[src/rtl/pipe_pkg.sv]
// pipe_pkg: shared control bundle, writeback-select encodings and bubble constant for pipeline registers
package pipe_pkg;
  localparam int RES_W = 2;
  typedef enum logic [RES_W-1:0] {
    RES_ALU = 2'd0,
    RES_MEM = 2'd1,
    RES_PC4 = 2'd2
  } res_src_e;
  typedef struct packed {
    logic             reg_write;
    logic             mem_write;
    logic [RES_W-1:0] result_src;
    logic [2:0]       funct3;
  } ctrl_t;
  localparam ctrl_t CTRL_BUBBLE = '0;
endpackage

[src/rtl/pipe_sat_counter.sv]
// pipe_sat_counter: event counter that sticks at all-ones instead of wrapping
module pipe_sat_counter #(
  parameter int CNT_W = 16
) (
  input  logic             clk,
  input  logic             clear,
  input  logic             inc,
  output logic [CNT_W-1:0] count
);
  always_ff @(posedge clk)
    if (clear) count <= '0;
    else if (inc && count != '1) count <= count + 1'b1;
endmodule

[src/rtl/pipe_ex_mem.sv]
// pipe_ex_mem: EX->MEM stage register with stall/flush, forwarding tap and stall/flush event counters
module pipe_ex_mem
  import pipe_pkg::*;
#(
  parameter int XLEN  = 32,
  parameter int RA_W  = 5,
  parameter int RS_W  = 2,
  parameter int CNT_W = 16
) (
  input  logic             clk,
  input  logic             reset,
  input  logic             stall_m,
  input  logic             flush_m,
  input  logic             valid_e,
  input  logic             reg_write_e,
  input  logic             mem_write_e,
  input  logic [RS_W-1:0]  result_src_e,
  input  logic [2:0]       funct3_e,
  input  logic [XLEN-1:0]  alu_result_e,
  input  logic [XLEN-1:0]  write_data_e,
  input  logic [XLEN-1:0]  pc_plus_4_e,
  input  logic [RA_W-1:0]  rd_e,
  output logic             valid_m,
  output logic             reg_write_m,
  output logic             mem_write_m,
  output logic [RS_W-1:0]  result_src_m,
  output logic [2:0]       funct3_m,
  output logic [XLEN-1:0]  alu_result_m,
  output logic [XLEN-1:0]  write_data_m,
  output logic [XLEN-1:0]  pc_plus_4_m,
  output logic [RA_W-1:0]  rd_m,
  output logic             fwd_en_m,
  output logic [CNT_W-1:0] stall_cnt,
  output logic [CNT_W-1:0] flush_cnt
);
  ctrl_t ctrl_d, ctrl_q;
  // a slot that is not valid must never be able to write regfile or memory
  assign ctrl_d = '{reg_write: reg_write_e & valid_e, mem_write: mem_write_e & valid_e,
                    result_src: result_src_e, funct3: funct3_e};
  always_ff @(posedge clk)
    if (reset || flush_m) begin
      valid_m      <= 1'b0;
      ctrl_q       <= CTRL_BUBBLE;
      alu_result_m <= '0;
      write_data_m <= '0;
      pc_plus_4_m  <= '0;
      rd_m         <= '0;
    end else if (!stall_m) begin
      valid_m      <= valid_e;
      ctrl_q       <= ctrl_d;
      alu_result_m <= alu_result_e;
      write_data_m <= write_data_e;
      pc_plus_4_m  <= pc_plus_4_e;
      rd_m         <= rd_e;
    end
  assign reg_write_m  = ctrl_q.reg_write;
  assign mem_write_m  = ctrl_q.mem_write;
  assign result_src_m = ctrl_q.result_src;
  assign funct3_m     = ctrl_q.funct3;
  assign fwd_en_m     = valid_m & reg_write_m & (rd_m != '0);
  pipe_sat_counter #(.CNT_W(CNT_W)) u_stall_cnt (
    .clk(clk), .clear(reset), .inc(stall_m & ~flush_m), .count(stall_cnt)
  );
  pipe_sat_counter #(.CNT_W(CNT_W)) u_flush_cnt (
    .clk(clk), .clear(reset), .inc(flush_m), .count(flush_cnt)
  );
endmodule

[config.mk]
export PLATFORM = sky130hd
export DESIGN_NAME = pipe_ex_mem
export DESIGN_NICKNAME = d
export VERILOG_FILES = /design/src/rtl/pipe_pkg.sv /design/src/rtl/pipe_sat_counter.sv /design/src/rtl/pipe_ex_mem.sv
export SDC_FILE = /design/constraint.sdc
export NUM_CORES = 1
export LEC_CHECK = 0
export BUFFER_PORTS_ARGS = -buffer_cell sky130_fd_sc_hd__buf_2
export CORE_MARGIN = 2
export CORE_UTILIZATION = 45
export DETAILED_ROUTE_END_ITERATION = 8
export GPL_TIMING_DRIVEN = 0
export PLACE_DENSITY = 0.77
export SYNTH_ARGS = -nofsm -noshare
export SYNTH_HDL_FRONTEND = slang
export SYNTH_SLANG_ARGS = --single-unit
[constraint.sdc]
create_clock -name clk -period 2.5 [get_ports clk]
set_input_delay 0.25 -clock clk [delete_from_list [all_inputs] [get_ports clk]]
set_output_delay 0.25 -clock clk [all_outputs]
set_load 0.02 [all_outputs]
* Word level (Yosys, flattened, before mapping) *
Cells that the tools add are included.

cells by class
  bitwise gates (word level) = 6
  equal/unequal tests = 2
  reductions and logical operators = 4
  $add $sub $neg = 2

operators by type and width
  kind                                            number
  adder 16 x 1 -> 16 bit (second input constant)  2
  inequality test 16 bit (second input constant)  2
  AND 1 bit                                       5
  nonzero test 5 bit                              1
  logical AND 1 bit                               2
  logical OR 1 bit                                1
  inverter 1 bit                                  1

storage, ports and cells
  output and inout bits = 142
  flip-flop bits (word level) = 141
  bits of input ports = 113

* Logic depth before layout (Yosys ltp) *
Gate-level depths: netlist of the first run.

  depth after elaboration = 3
  depth in mapped cells = 6

* Modules after synthesis *
A second synthesis of the first run with hierarchy kept.

unflattened totals
  cell total of the unflattened synthesis = 556
  area, all modules = 5571.6 um^2

by module, submodules not included
  module            instances  seq. area each (um^2)  area an instance (um^2)  cells an instance
  pipe_ex_mem       1          2182.1                 3875.0                   358
  pipe_sat_counter  2          320.3                  848.3                    99

* Worst setup path after synthesis of the first run *
OpenSTA, ideal clock, no wires.

  kind = register to register
  start point = register u_flush_cnt.count[0]
  end point = register u_flush_cnt.count[1]
  setup time = 128 ps
  stages on the path, launching flop included = 7
  required time = 2372 ps
  setup slack = 773 ps
  arrival time = 1599 ps
  clock period less this slack = 1727 ps
  path through = dfxtp_1 -> ha_1 -> nand4_1 -> o41ai_4 -> buf_6 -> mux2i_1 -> nor2_1

on the way
  cells in the longest elaborated chain, start to end = 2
  elaborated cells between the ends (all ways) = 3

RTL lines
  item                                                                            line                    source
  start: declaration                                                              pipe_sat_counter.sv:8   output logic [CNT_W-1:0] count
  start signal: assignment                                                        pipe_sat_counter.sv:12  else if (inc && count != '1) count <= count + 1'b1;
  parallel branches: the longest is 2 deep, another holds adder 16 x 1 -> 16 bit  --

Several ways; the timed one is not identified.
A chain may end at the register's enable or synchronous reset.

* Worst setup path after layout of the first run *
Same ends and word-level chain as after synthesis.

==> summary.md, run 1 <==
| Metric | Value |
|---|---|
| CTS H-tree lvls | 4 |
| Critical R2R Launch | u_flush_cnt.count[0] |
| Initial DRC Count | about 290 |
| Net Count, Synth | 657 |
| Worst path slowest cell | o41ai_4 |
| Yosys cell types | 45 |
| Area leader, netlist | dfxtp_1 |
| TritonCTS clock tree | yes |
| First-pass GRT wire length | 22.7 mm |
| Worst Skew | 8.30 ps |
| Warnings from Yosys | 0 |
| Largest net degree at the start of global routing | 17 |
| Seq pwr share | a little over two fifths |
| Worst setup EP type | flip-flop |
| Final Hold Viols | 0 |
| Via density | 5.08 |
| Die area | 0.0131 mm² |
| Async set-or-reset flop fraction in the synthesized netlist | 0% |
| Max Cap Viol | 0 |
| CTS Hold Bufs | 0 |
| Ports | about 260 |
| Final Critical Period | 1840 ps |
| Leakage | around 3.8 nW |
| Final period utilization | 73.5% |
| Clock root cell | clkbuf_16 |
| Fin nets | 929 |
| Max_slew headroom | 55.8% |
| Worst-Margin Slew | 655 ps |
| GRT overflow | 0 |
| Total setup buffers inserted after CTS | 0 |
| Die height | 114 µm |
| Share of the synthesized area in the top cell type | approximately half |
| Critical Path Start Type | flip-flop |
| # fillers | ~1000 |
| Setup WS pre-CTS | 527 ps |
| Finish-stage setup viols | 0 |
| Core area | 0.0120 mm² |
| RePlAce Congestion | a little under 0.9 |
| Total wire length | 14.7 mm |
| Met3 Usage GRT | 10.3% |
| Drt drc | 0 |
| Vias | between 4000 and 5000 |
| Most frequent cells in the layout | 265 x buf_2, 141 x dfxtp_1, 119 x nor2_1 |
| Initial Utilization | 45.7% |
| Reg2Reg Setup Slack | 660 ps |
| Clk_lat worst skew | 410 ps |
| Top cells by area in the synthesized netlist | dfxtp_1 52%, mux2i_1 20%, nor2_1 8.2% |
| Register area | 0.00282 mm² |
| Mapped Cells | 542 |
| CP cell instances | ha_1 -> nand4_1 -> o41ai_4 -> buf_6 -> mux2i_1 -> nor2_1 |
| CTS buffer count | 17 |
| WL/cell | ~15 µm |
| Sum of negative setup slack | 0 ps |
| CP peak stage delay | 430 ps |
| Peak Freq | 0.544 GHz |
| Multi-input gate area | 0.00248 mm² |
| HPWL after DPL | roughly 11 mm |
| Synthesized area | 0.00547 mm² |
| Crit path max fanout | 10 |
| Syn Area/Cell | 10.1 µm² |
| Die W | approximately 110 µm |
| Post-route ant nets | 0 |
| Hold path start | write_data_e[24] |
| Area growth, synth to finish | 37.5% |
| Final worst slack | roughly 660 ps |
| Max Transition Viols Final | 0 |
| Pwr dens | 709 mW/mm² |
| Comb power frac | 9.1% |
| Port Buf Inserts | 253 |
| Row count | 40 |
| GRT Max-Usage Layer | met2 |
| Hold Crit Endpoint | write_data_m[24] |
| Status | finished clean |
| Drt pass-1 iters | 4 |
| Sw Share | between 20 and 25% |
| Met2 Use GR | 37.9% |
| Reg2reg end | u_flush_cnt.count[1] |
| Class of the worst hold path | primary input to flip-flop |
| WP data arrival | around 2100 ps |
| Max VDD drop | 0.517 mV |
| CP Class | flip-flop to flip-flop |
| CTS sink cnt | 141 |
| Clk slew on worst S/H paths | 60 ps |
| Worst endpoint required time | around 2800 ps |
| Hold path cells | 3 |
| Register area share after synthesis | 51.6% |
| Ys flop type | dfxtp_1 |
| Share of layout cells above drive strength 1 | 37.7% |
| Met1 usage | 24.9% |
| GRT Resource Usage Total | between 20% and 30% |
| Clock Power Share | 46.9% |
| Vias in the first global route | 4593 |
| RSZ-0062 raised after global routing | no |
| Internal Power | slightly above 4 mW |
| EDFF count, synth | 0 |
| Worst r2r path cells | 6 |
| Antenna violations before repair | 2 |
| Post-CTS sizing | 0 |
| Switching Power | 1.24 mW |
| Most common cell after layout, fill and taps aside | buf_2 |
| Seq cells post-synth | 141 |
| Clock tree buffer depth | 2 |
[area by class of cell]
| class | instances | area share [%] |
|---|---|---|
| antenna | 1 | 0.0333 |
| clock buffer | 23 | 6.49 |
| inverter | 5 | 0.250 |
| buffer | 31 | 1.95 |
| timing repair buffer | 253 | 16.8 |
| tap | 147 | 2.45 |
| multi-input combinational | 365 | 33.0 |
| sequential | 141 | 37.5 |
| clock inverter | 9 | 1.46 |
[state kept, by name (all words and copies together), names as in the netlist]
register	cells
write_data_m	32
pc_plus_4_m	32
alu_result_m	32
valid_m	1
reg_write_m	1
funct3_m	3
mem_write_m	1
u_flush_cnt.count	16
u_stall_cnt.count	16
result_src_m	2
rd_m	5
[power by group through the flow]
stage | Clock (mW) | Combinational (mW) | Sequential [mW]
2_1_floorplan | 0 | 0.210 | 2.47
3_3_place_gp | 0 | 0.480 | 2.39
3_5_place_dp | 0 | 0.485 | 2.39
4_1_cts | 2.55 | 0.488 | 2.35
5_1_grt | 2.68 | 0.526 | 2.35
6_report | 2.50 | 0.483 | 2.35
[metal layers]
| layer | share of wire, % | vias up | wire [µm] |
|---|---|---|---|
| li1 | - | 2473 | - |
| met1 | 39 | 2277 | 5780 |
| met2 | 50 | 185 | 7430 |
| met3 | 8.8 | 16 | 1300 |
| met4 | 1.4 | 2 | 201 |
| met5 | 0.088 | - | 13 |
[worst max path at each step]
stage                     depth (start not counted)  slack, ps                  from                    to
final                                             6        660  u_flush_cnt.count[0]  u_flush_cnt.count[1]
after detailed placement                          6        530                 reset      write_data_m[29]
after CTS                                         3        650               rd_m[4]              fwd_en_m
after floorplan                                   6        770  u_flush_cnt.count[0]  u_flush_cnt.count[1]
after global placement                            6        470                 reset      write_data_m[29]
after global routing                              6        500  u_flush_cnt.count[0]  u_flush_cnt.count[1]
[per-stage QoR]
stage / utilization [%] / cells / total power [mW] / hold WS [ps] / area [µm²]
floorplan: - / 542 / 2.68 / 394 / 5470
global placement: 57.9 / 942 / 2.87 / 467 / 6920
detailed placement: 57.9 / 942 / 2.88 / 478 / 6920
CTS: 62.9 / 974 / 5.38 / 49.2 / 7520
global route: 62.9 / 975 / 5.55 / 45.5 / 7520
finish: 62.9 / 975 / 5.33 / 65.0 / 7520
[Yosys cell counts, types with 7 or more instances]
library cell and count:
dfxtp_1 141, nand2_1 12, a21oi_1 22, o31ai_1 11
nand4_1 11, o21ai_0 10, mux2i_1 109, clkbuf_1 17
nand3_1 7, nor2_1 119, buf_2 12, or4_1 8
or3_1 8
[kinds of logic (layout without fill, tap and decap cells)]
logic type / after synthesis / after routing / share of synthesized area (%)
AOI/OAI and AO/OA: 56 / 56 / 6.68
xor gates and xnor gates: 3 / 3 / 0.480
adders and majority gates: 2 / 2 / 0.457
buffers and inverters: 36 / 321 / 3.02
DFF: 141 / 141 / 51.6
muxes: 109 / 109 / 19.9
other: 0 / 1 / 0
and+or+nand+nor: 195 / 195 / 17.8
[worst max-delay path, delay by kind of cell, from the launching register on]
family / cells / cell delay [ps]
and+or+nand+nor: 2 / 270
AOI/OAI and AO/OA: 1 / 430
muxes: 1 / 180
adders and majority gates: 1 / 230
DFF: 1 / 380
buffers and inverters: 1 / 210
(Power assumes the default switching activity.)
==> inputs of run 2 (changes only) <==
--- a/config.mk
+++ b/config.mk
@@ -5,12 +5,13 @@
 export SDC_FILE = /design/constraint.sdc
 export NUM_CORES = 1
 export LEC_CHECK = 0
+export ABC_AREA = 1
 export BUFFER_PORTS_ARGS = -buffer_cell sky130_fd_sc_hd__buf_2
 export CORE_MARGIN = 2
-export CORE_UTILIZATION = 45
+export CORE_UTILIZATION = 42
 export DETAILED_ROUTE_END_ITERATION = 8
 export GPL_TIMING_DRIVEN = 0
-export PLACE_DENSITY = 0.77
+export PLACE_DENSITY = 0.75
 export SYNTH_ARGS = -nofsm -noshare
 export SYNTH_HDL_FRONTEND = slang
 export SYNTH_SLANG_ARGS = --single-unit
==> constraint.sdc (replaced) <==
create_clock -name clk -period 1.51 [get_ports clk]
set_input_delay 0.151 -clock clk [delete_from_list [all_inputs] [get_ports clk]]
set_output_delay 0.151 -clock clk [all_outputs]
set_load 0.02 [all_outputs]
==> run 2 against run 1 <==
  * Hold slack got worse by 55 ps
  * Critical endpoint is now fwd_en_m
  * Setup slack got worse by 560 ps
  * Largest cell class unchanged
  * Clock power rose by 79%
  * Sequential share of layout area fell by 5.5 points
  * Non-clock buffer count rose by 115
  * Wire length rose by 28%
  * Highest routed layer is now met4
  * Combinational power rose by 110%
==> summary.md, run 2 <==
| Metric | Value |
|---|---|
| Status | finished clean |
| Crit path max fanout | 3 (-7) |
| # diodes | 0 (-1) |
| Die W | 120 µm (+4.9%) |
| Clk slew on worst S/H paths | 60 ps (about the same) |
| Post-route ant nets | 0 (unchanged) |
| Largest regs | alu_result_m: 32 flops, pc_plus_4_m: 32 flops, write_data_m: 32 flops |
| TritonCTS clock tree | yes |
| HPWL after DPL | 12.0 mm (+8.6%) |
| Class of the worst hold path | primary input to flip-flop |
| EDFF count, synth | 0 (unchanged) |
| First-pass GRT wire length | 29.6 mm (+30%) |
| Port Buf Inserts | 254 (+0.40%) |
| Comb power frac | 10.7% (+1.6 points) |
| Final period utilization | 93.5% |
| Fin nets | 1278 (+38%) |
| Row count | 42 (+5.0%) |
| Ports | 255 (unchanged) |
| Total wire length | 18.9 mm (+28%) |
| Net Count, Synth | 899 (+37%) |
| Max_slew headroom | 68.1% (+12 points) |
| Worst setup EP type | primary output |
| Worst endpoint required time | 1360 ps (-1420 ps) |
| Critical path buffers and inverters | 2 (+1) |
| CTS buffer count | 17 (unchanged) |
| Clock tree buffer depth | 2 (unchanged) |
| Via density | 4.84 (-4.7%) |
| Worst-Margin Slew | 479 ps (-176 ps) |
| Core area | 0.0132 mm² (+10%) |
| Die area | 0.0144 mm² (+10%) |
| Clk_lat worst skew | 410 ps (about the same) |
| Share of the synthesized area in the top cell type | 50.1% (-1.5 points) |
| Initial Utilization | 42.7% (-3.0 points) |
| Vias | 6543 (+32%) |
| Seq cells post-synth | 141 (unchanged) |
| Most common cell after layout, fill and taps aside | nand2_1 |
| Clock root cell | clkbuf_16 |
| Top cells by area in the synthesized netlist | dfxtp_1 50%, nand2_1 20%, a21oi_1 11% |
| Vias in the first global route | 6140 (+34%) |
| Max VDD drop | 0.863 mV (+67%) |
| Placed Cells | 1214 (+29%) |
| Sum of negative setup slack | 0 ps (unchanged) |
| CP cell instances | nor3_1 -> nand2_1 -> nand3_1 -> inv_1 -> buf_2 |
| Initial DRC Count | 346 (+21%) |
| CP peak stage delay | 320 ps (-110 ps) |
| Seq pwr share | 41.5% (-2.5 points) |
| Internal Power | 7.17 mW (+75%) |
| Final Critical Period | 1410 ps |
| WP data arrival | 1260 ps (-860 ps) |
| CTS sink cnt | 141 (unchanged) |
| Area leader, netlist | dfxtp_1 |
| Drt pass-1 iters | 5 (+1) |
| Max Cap Viol | 0 (unchanged) |
| Final Hold Viols | 0 (unchanged) |
| Yosys cell types | 27 (-40%) |
| Max Transition Viols Final | 0 (unchanged) |
| Hold_ws | 9.77 ps (-55.2 ps) |
| Most frequent cells in the layout | 296 x nand2_1, 268 x buf_2, 133 x dfxtp_1 |
| Synth top cells by count | 298 x nand2_1, 141 x dfxtp_1, 123 x a21oi_1 |
| CP top delay family | simple AND/OR/NAND/NOR gates |
| GRT Resource Usage Total | 25.8% (+3.4 points) |
| Layout Utilization | 67.3% (+4.5 points) |
| Post-route insts no fill | 1351 (+39%) |
| Async set-or-reset flop fraction in the synthesized netlist | 0% (unchanged) |
| Share of layout cells above drive strength 1 | 29.4% (-8.4 points) |
| Leakage | 4.17 nW (+11%) |
| Finish-stage setup viols | 0 (unchanged) |
| WL/cell | 14.0 µm (-7.3%) |
| Sw Share | 23.4% (+0.17 points) |
| Area growth, synth to finish | 57.7% |
| Syn Area/Cell | 7.19 µm² (-29%) |
| Pwr dens | 1050 mW/mm² (+49%) |
| Critical Path Start Type | flip-flop |
| Clock Power Share | 47.8% (+0.9 points) |
| Ys flop type | dfxtp_1 |
| Register area share after synthesis | 50.1% (-1.5 points) |
| Mapped Cells | 784 (+45%) |
| CTS H-tree lvls | 4 (unchanged) |
| Worst Skew | 5.03 ps (-3.28 ps) |
| RSZ-0062 raised after global routing | no |
| Switching Power | 2.19 mW (+77%) |
| Most numerous cell in the Yosys netlist | nand2_1 |
| Die height | 120 µm (+4.9%) |
| Warnings from Yosys | 0 (unchanged) |
| Synthesized area | 0.00563 mm² (+3.0%) |
| RePlAce Congestion | 0.907 (+4.5%) |
| GRT overflow | 0 (unchanged) |
| Drt drc | 0 (unchanged) |
| CP Class | flip-flop to primary output |
| Largest net degree at the start of global routing | 17 (unchanged) |
| Peak Freq | 0.709 GHz |
| Worst path slowest cell | dfxtp_1 |
| Antenna violations before repair | 0 (-2) |
run 2: cell count changes after synthesis, sizes merged, moves of 15 or more:
| cell | change |
|---|---|
| nand2 | +290 |
| mux2i | -109 |
| a21oi | +101 |
| nor2 | -35 |
| inv | +30 |
| nand3 | +25 |
| buf | +15 |
run 2: tightest hold or removal path, cell delays in order:
cell	delay, ps
buf_2	90
nand2_1	70
a21oi_1	60
run 2: path summary, 6_finish.rpt:
path         cells past startpoint                     to  slack [ps]                 start
min reg2reg                      2            funct3_m[2]         460           funct3_m[2]
max                              5               fwd_en_m         100               rd_m[1]
min                              3        pc_plus_4_m[19]          10       pc_plus_4_e[19]
max reg2reg                      8  u_stall_cnt.count[10]         100  u_stall_cnt.count[0]
run 2: what timing repair did:
action / CTS / global route
resized for setup: 3 / 21
endpoints found under the setup margin: 5 / 27
buffers inserted: 0 / 2
hold buffers: 104 / 0
pin swaps: 0 / 5
hold endpoints to repair: 106 / 0
run 2: cells by family after synthesis:
kind of cell               synth area share (%)
AOI/OAI and AO/OA                          11.5
adders and majority gates                 0.444
and+or+nand+nor                            32.1
DFF                                        50.1
buffers and inverters                      5.77
run 2: area by class of cell:
cell class	instances	area, µm²
fill	1076	4310
inverter	35	131
buffer	39	195
timing repair buffer	360	2330
multi-input combinational	569	2530
tap	176	220
clock buffer	21	470
clock inverter	10	160
sequential	141	2840
run 2: through the flow:
step	setup slack (ps)	power [mW]	cell area [µm²]
after floorplan	15.9	4.38	5640
after global placement	-52.0	4.72	7130
after detailed placement	-80.5	4.72	7130
after CTS	0.370	9.38	8800
after global routing	1.55	9.70	8880
final	98.7	9.36	8880
run 2: power groups by stage:
stage	Combinational, mW	Sequential (mW)	Clock, mW
6_report	1.00	3.89	4.47
5_1_grt	1.09	3.90	4.72
4_1_cts	0.975	3.88	4.52
3_5_place_dp	0.762	3.96	0
3_3_place_gp	0.758	3.96	0
2_1_floorplan	0.295	4.08	0
run 2: routing by layer:
layer	global-route usage [%]	vias to the layer above	routed length (µm)
met5	0	-	0
li1	-	3258	-
met2	44.3	266	9330
met3	6.89	60	1190
met1	30.2	2959	7760
met4	11.4	0	639
==> inputs of run 3 (changes only) <==
==> constraint.sdc (replaced) <==
create_clock -name clk -period 1.51 [get_ports clk]
set_input_delay 0.302 -clock clk [delete_from_list [all_inputs] [get_ports clk]]
set_output_delay 0.302 -clock clk [all_outputs]
set_load 0.1 [all_outputs]
==> run 3 against run 2 <==
  * The flow now finishes with violations (setup timing)
  * Non-clock buffer count shrank 105
  * Global-route usage is 2.2 points lower
  * Sequential power fell by 2%
  * Wire length shrank 8.8%
  * Flip-flop and latch count stayed put
  * Largest cell class unchanged
==> summary.md, run 3 (same netlist as run 2, synthesis figures left out) <==
| Metric | Value |
|---|---|
| HPWL after DPL | 12.6 mm (+5.3%) |
| CP cell instances | nor3_4 -> nand2_1 -> nand3_2 -> clkinvlp_4 -> buf_12 |
| # diodes | 0 (unchanged) |
| Largest net degree at the start of global routing | 17 (unchanged) |
| Worst r2r path cells | 7 (-1) |
| Die W | 120 µm (unchanged) |
| Final Critical Period | 1680 ps (+266 ps) |
| Worst path slowest cell | dfxtp_4 |
| Worst Skew | 10.1 ps (+5.03 ps) |
| Total wire length | 17.2 mm (-8.8%) |
| GRT overflow | 0 (unchanged) |
| Crit path max fanout | 2 (-1) |
| Wl on met1 | 7.08 mm (-8.7%) |
| First-pass GRT wire length | 26.8 mm (-9.3%) |
| Reg2reg end | u_flush_cnt.count[2] |
| Class of the worst hold path | primary input to flip-flop |
| CTS Hold Bufs | 0 (-100%) |
| Layout Utilization | 63.0% (-4.3 points) |
| CTS sink cnt | 141 (unchanged) |
| Critical Path Start Type | flip-flop |
| Worst setup EP type | primary output |
| Final worst slack | -167 ps (-266 ps) |
| Initial DRC Count | 348 (+0.58%) |
| Core area | 0.0132 mm² (unchanged) |
| Via density | 4.89 (+0.99%) |
| Max VDD drop | 0.670 mV (-22%) |
| Status | finished, violations left |
| Max_slew headroom | 64.4% (-3.7 points) |
| CP Class | flip-flop to primary output |
| Hold_ws | 116 ps (+106 ps) |
| Violated checks | setup timing |
| WP data arrival | 1370 ps (+110 ps) |
| CTS buffer count | 17 (unchanged) |
| WL met2 | 8.46 mm (-9.3%) |
| Final Hold Viols | 0 (unchanged) |
| Critical R2R Launch | u_flush_cnt.count[1] |
| Clk_lat worst skew | 420 ps (about the same) |
| Pwr dens | 1150 mW/mm² (+9.3%) |
| Drt drc | 0 (unchanged) |
| Clock root cell | clkbuf_16 |
| RePlAce Congestion | 0.877 (-3.3%) |
| DR WL met3 | 1.29 mm (+8.8%) |
| Worst Setup SP | rd_m[3] |
| Fin nets | 1173 (-8.2%) |
| Max Transition Viols Final | 0 (unchanged) |
| Most frequent cells in the layout | 295 x nand2_1, 149 x buf_2, 117 x a21oi_1 |
| Die height | 120 µm (unchanged) |
| Most common cell after layout, fill and taps aside | nand2_1 |
| Die area | 0.0144 mm² (unchanged) |
| Leakage | 3.72 nW (-11%) |
| TritonCTS clock tree | yes |
| Clock tree buffer depth | 2 (unchanged) |
| Worst endpoint required time | 1210 ps (-150 ps) |
| Highest metal used | met4 |
| CTS H-tree lvls | 4 (unchanged) |
| Reg2Reg Setup Slack | 110 ps (about the same) |
| Crit path capture | fwd_en_m |
| Final period utilization | 111% (+18 points) |
| Vias | 6099 (-6.8%) |
| Worst-Margin Slew | 535 ps (+55.5 ps) |
| Row count | 42 (unchanged) |
| Clk slew on worst S/H paths | 60 ps (about the same) |
| Antenna violations before repair | 0 (unchanged) |
| WL/cell | 13.8 µm (-1.2%) |
| Area growth, synth to finish | 47.6% |
| Max Cap Viol | 0 (unchanged) |
| Finish-stage setup viols | 1 (+1) |
| Largest regs | alu_result_m: 32 flops, pc_plus_4_m: 32 flops, write_data_m: 32 flops |
| Initial Utilization | 42.7% (unchanged) |
| Vias in the first global route | 5529 (-10%) |
| CP peak stage delay | 350 ps (+30 ps) |
| RSZ-0062 raised after global routing | yes |
| Drt pass-1 iters | 5 (unchanged) |
| Share of layout cells above drive strength 1 | 35.8% (+6.4 points) |
| GRT Resource Usage Total | 23.6% (-2.2 points) |
| Post-route ant nets | 0 (unchanged) |
| Port Buf Inserts | 254 (unchanged) |
| Ports | 255 (unchanged) |
| Peak Freq | 0.596 GHz (-16%) |
run 3: cell count changes in the layout (fill, tap and decap cells not counted), moves of 2 or more:
cell / change
a21oi_2: +6
buf_2: -119
bufinv_16: -4
clkbuf_4: +72
a21oi_1: -6
dlygate4sd3_1: -104
nor2_2: +2
dfxtp_2: -4
buf_4: +45
clkbuf_16: +5
dfxtp_1: -31
dfxtp_4: +35
run 3: layout make-up:
class | count | area [µm²]
fillers | 1214 | 4870
flip-flops and latches | 141 | 2970
multi-input cells | 569 | 2570
repair buffers | 255 | 1590
clock buffers | 27 | 599
well taps | 176 | 220
plain buffers | 39 | 194
inverters | 35 | 135
clock inverters | 5 | 33.8
run 3: report_power, final:
| part | switching [mW] | internal [mW] |
|---|---|---|
| Clock | 1.60 | 2.73 |
| Combinational | 1.09 | 0.332 |
| Sequential | 0.0668 | 3.76 |
| Total | 2.75 | 6.83 |
run 3: repair_timing:
item	CTS	global route
setup endpoints to repair	46	79
pin swaps	1	3
gates resized for setup	51	78
gates cloned	0	0
buffers inserted	0	1
run 3: metal layers:
metal  vias up  track usage, %
met2       227            39.1
met3        31            6.89
li1       3052               -
met4         0            10.6
met5         -               0
met1      2789            28.4
run 3: worst min path at each step:
stage | depth (start not counted) | from | to | slack (ps)
CTS | 2 | reset | u_flush_cnt.count[6] | 90
floorplan | 1 | reset | u_stall_cnt.count[8] | 360
global route | 2 | reset | u_flush_cnt.count[6] | 100
finish | 2 | reset | u_stall_cnt.count[8] | 120
global placement | 2 | alu_result_m[5] | alu_result_m[5] | 440
detailed placement | 2 | alu_result_m[5] | alu_result_m[5] | 440
run 3: metrics by stage:
step           area (µm²)  TNS [ps]  total power, mW  cells  worst slack (ps)
2_1_floorplan        5850     -5.88             4.92    784             -4.68
3_3_place_gp         7340     -1170             5.27   1214             -67.3
3_5_place_dp         7340     -2060             5.28   1214              -111
4_1_cts              8110      -186             9.61   1246              -185
5_1_grt              8320      -226             9.90   1247              -226
6_report             8320      -167             9.58   1247              -167
run 3: worst max-delay path, delay by kind of cell (launching register included):
family,cells,cell delay [ps]
and+or+nand+nor,3,340
DFF,1,350
buffers and inverters,2,270
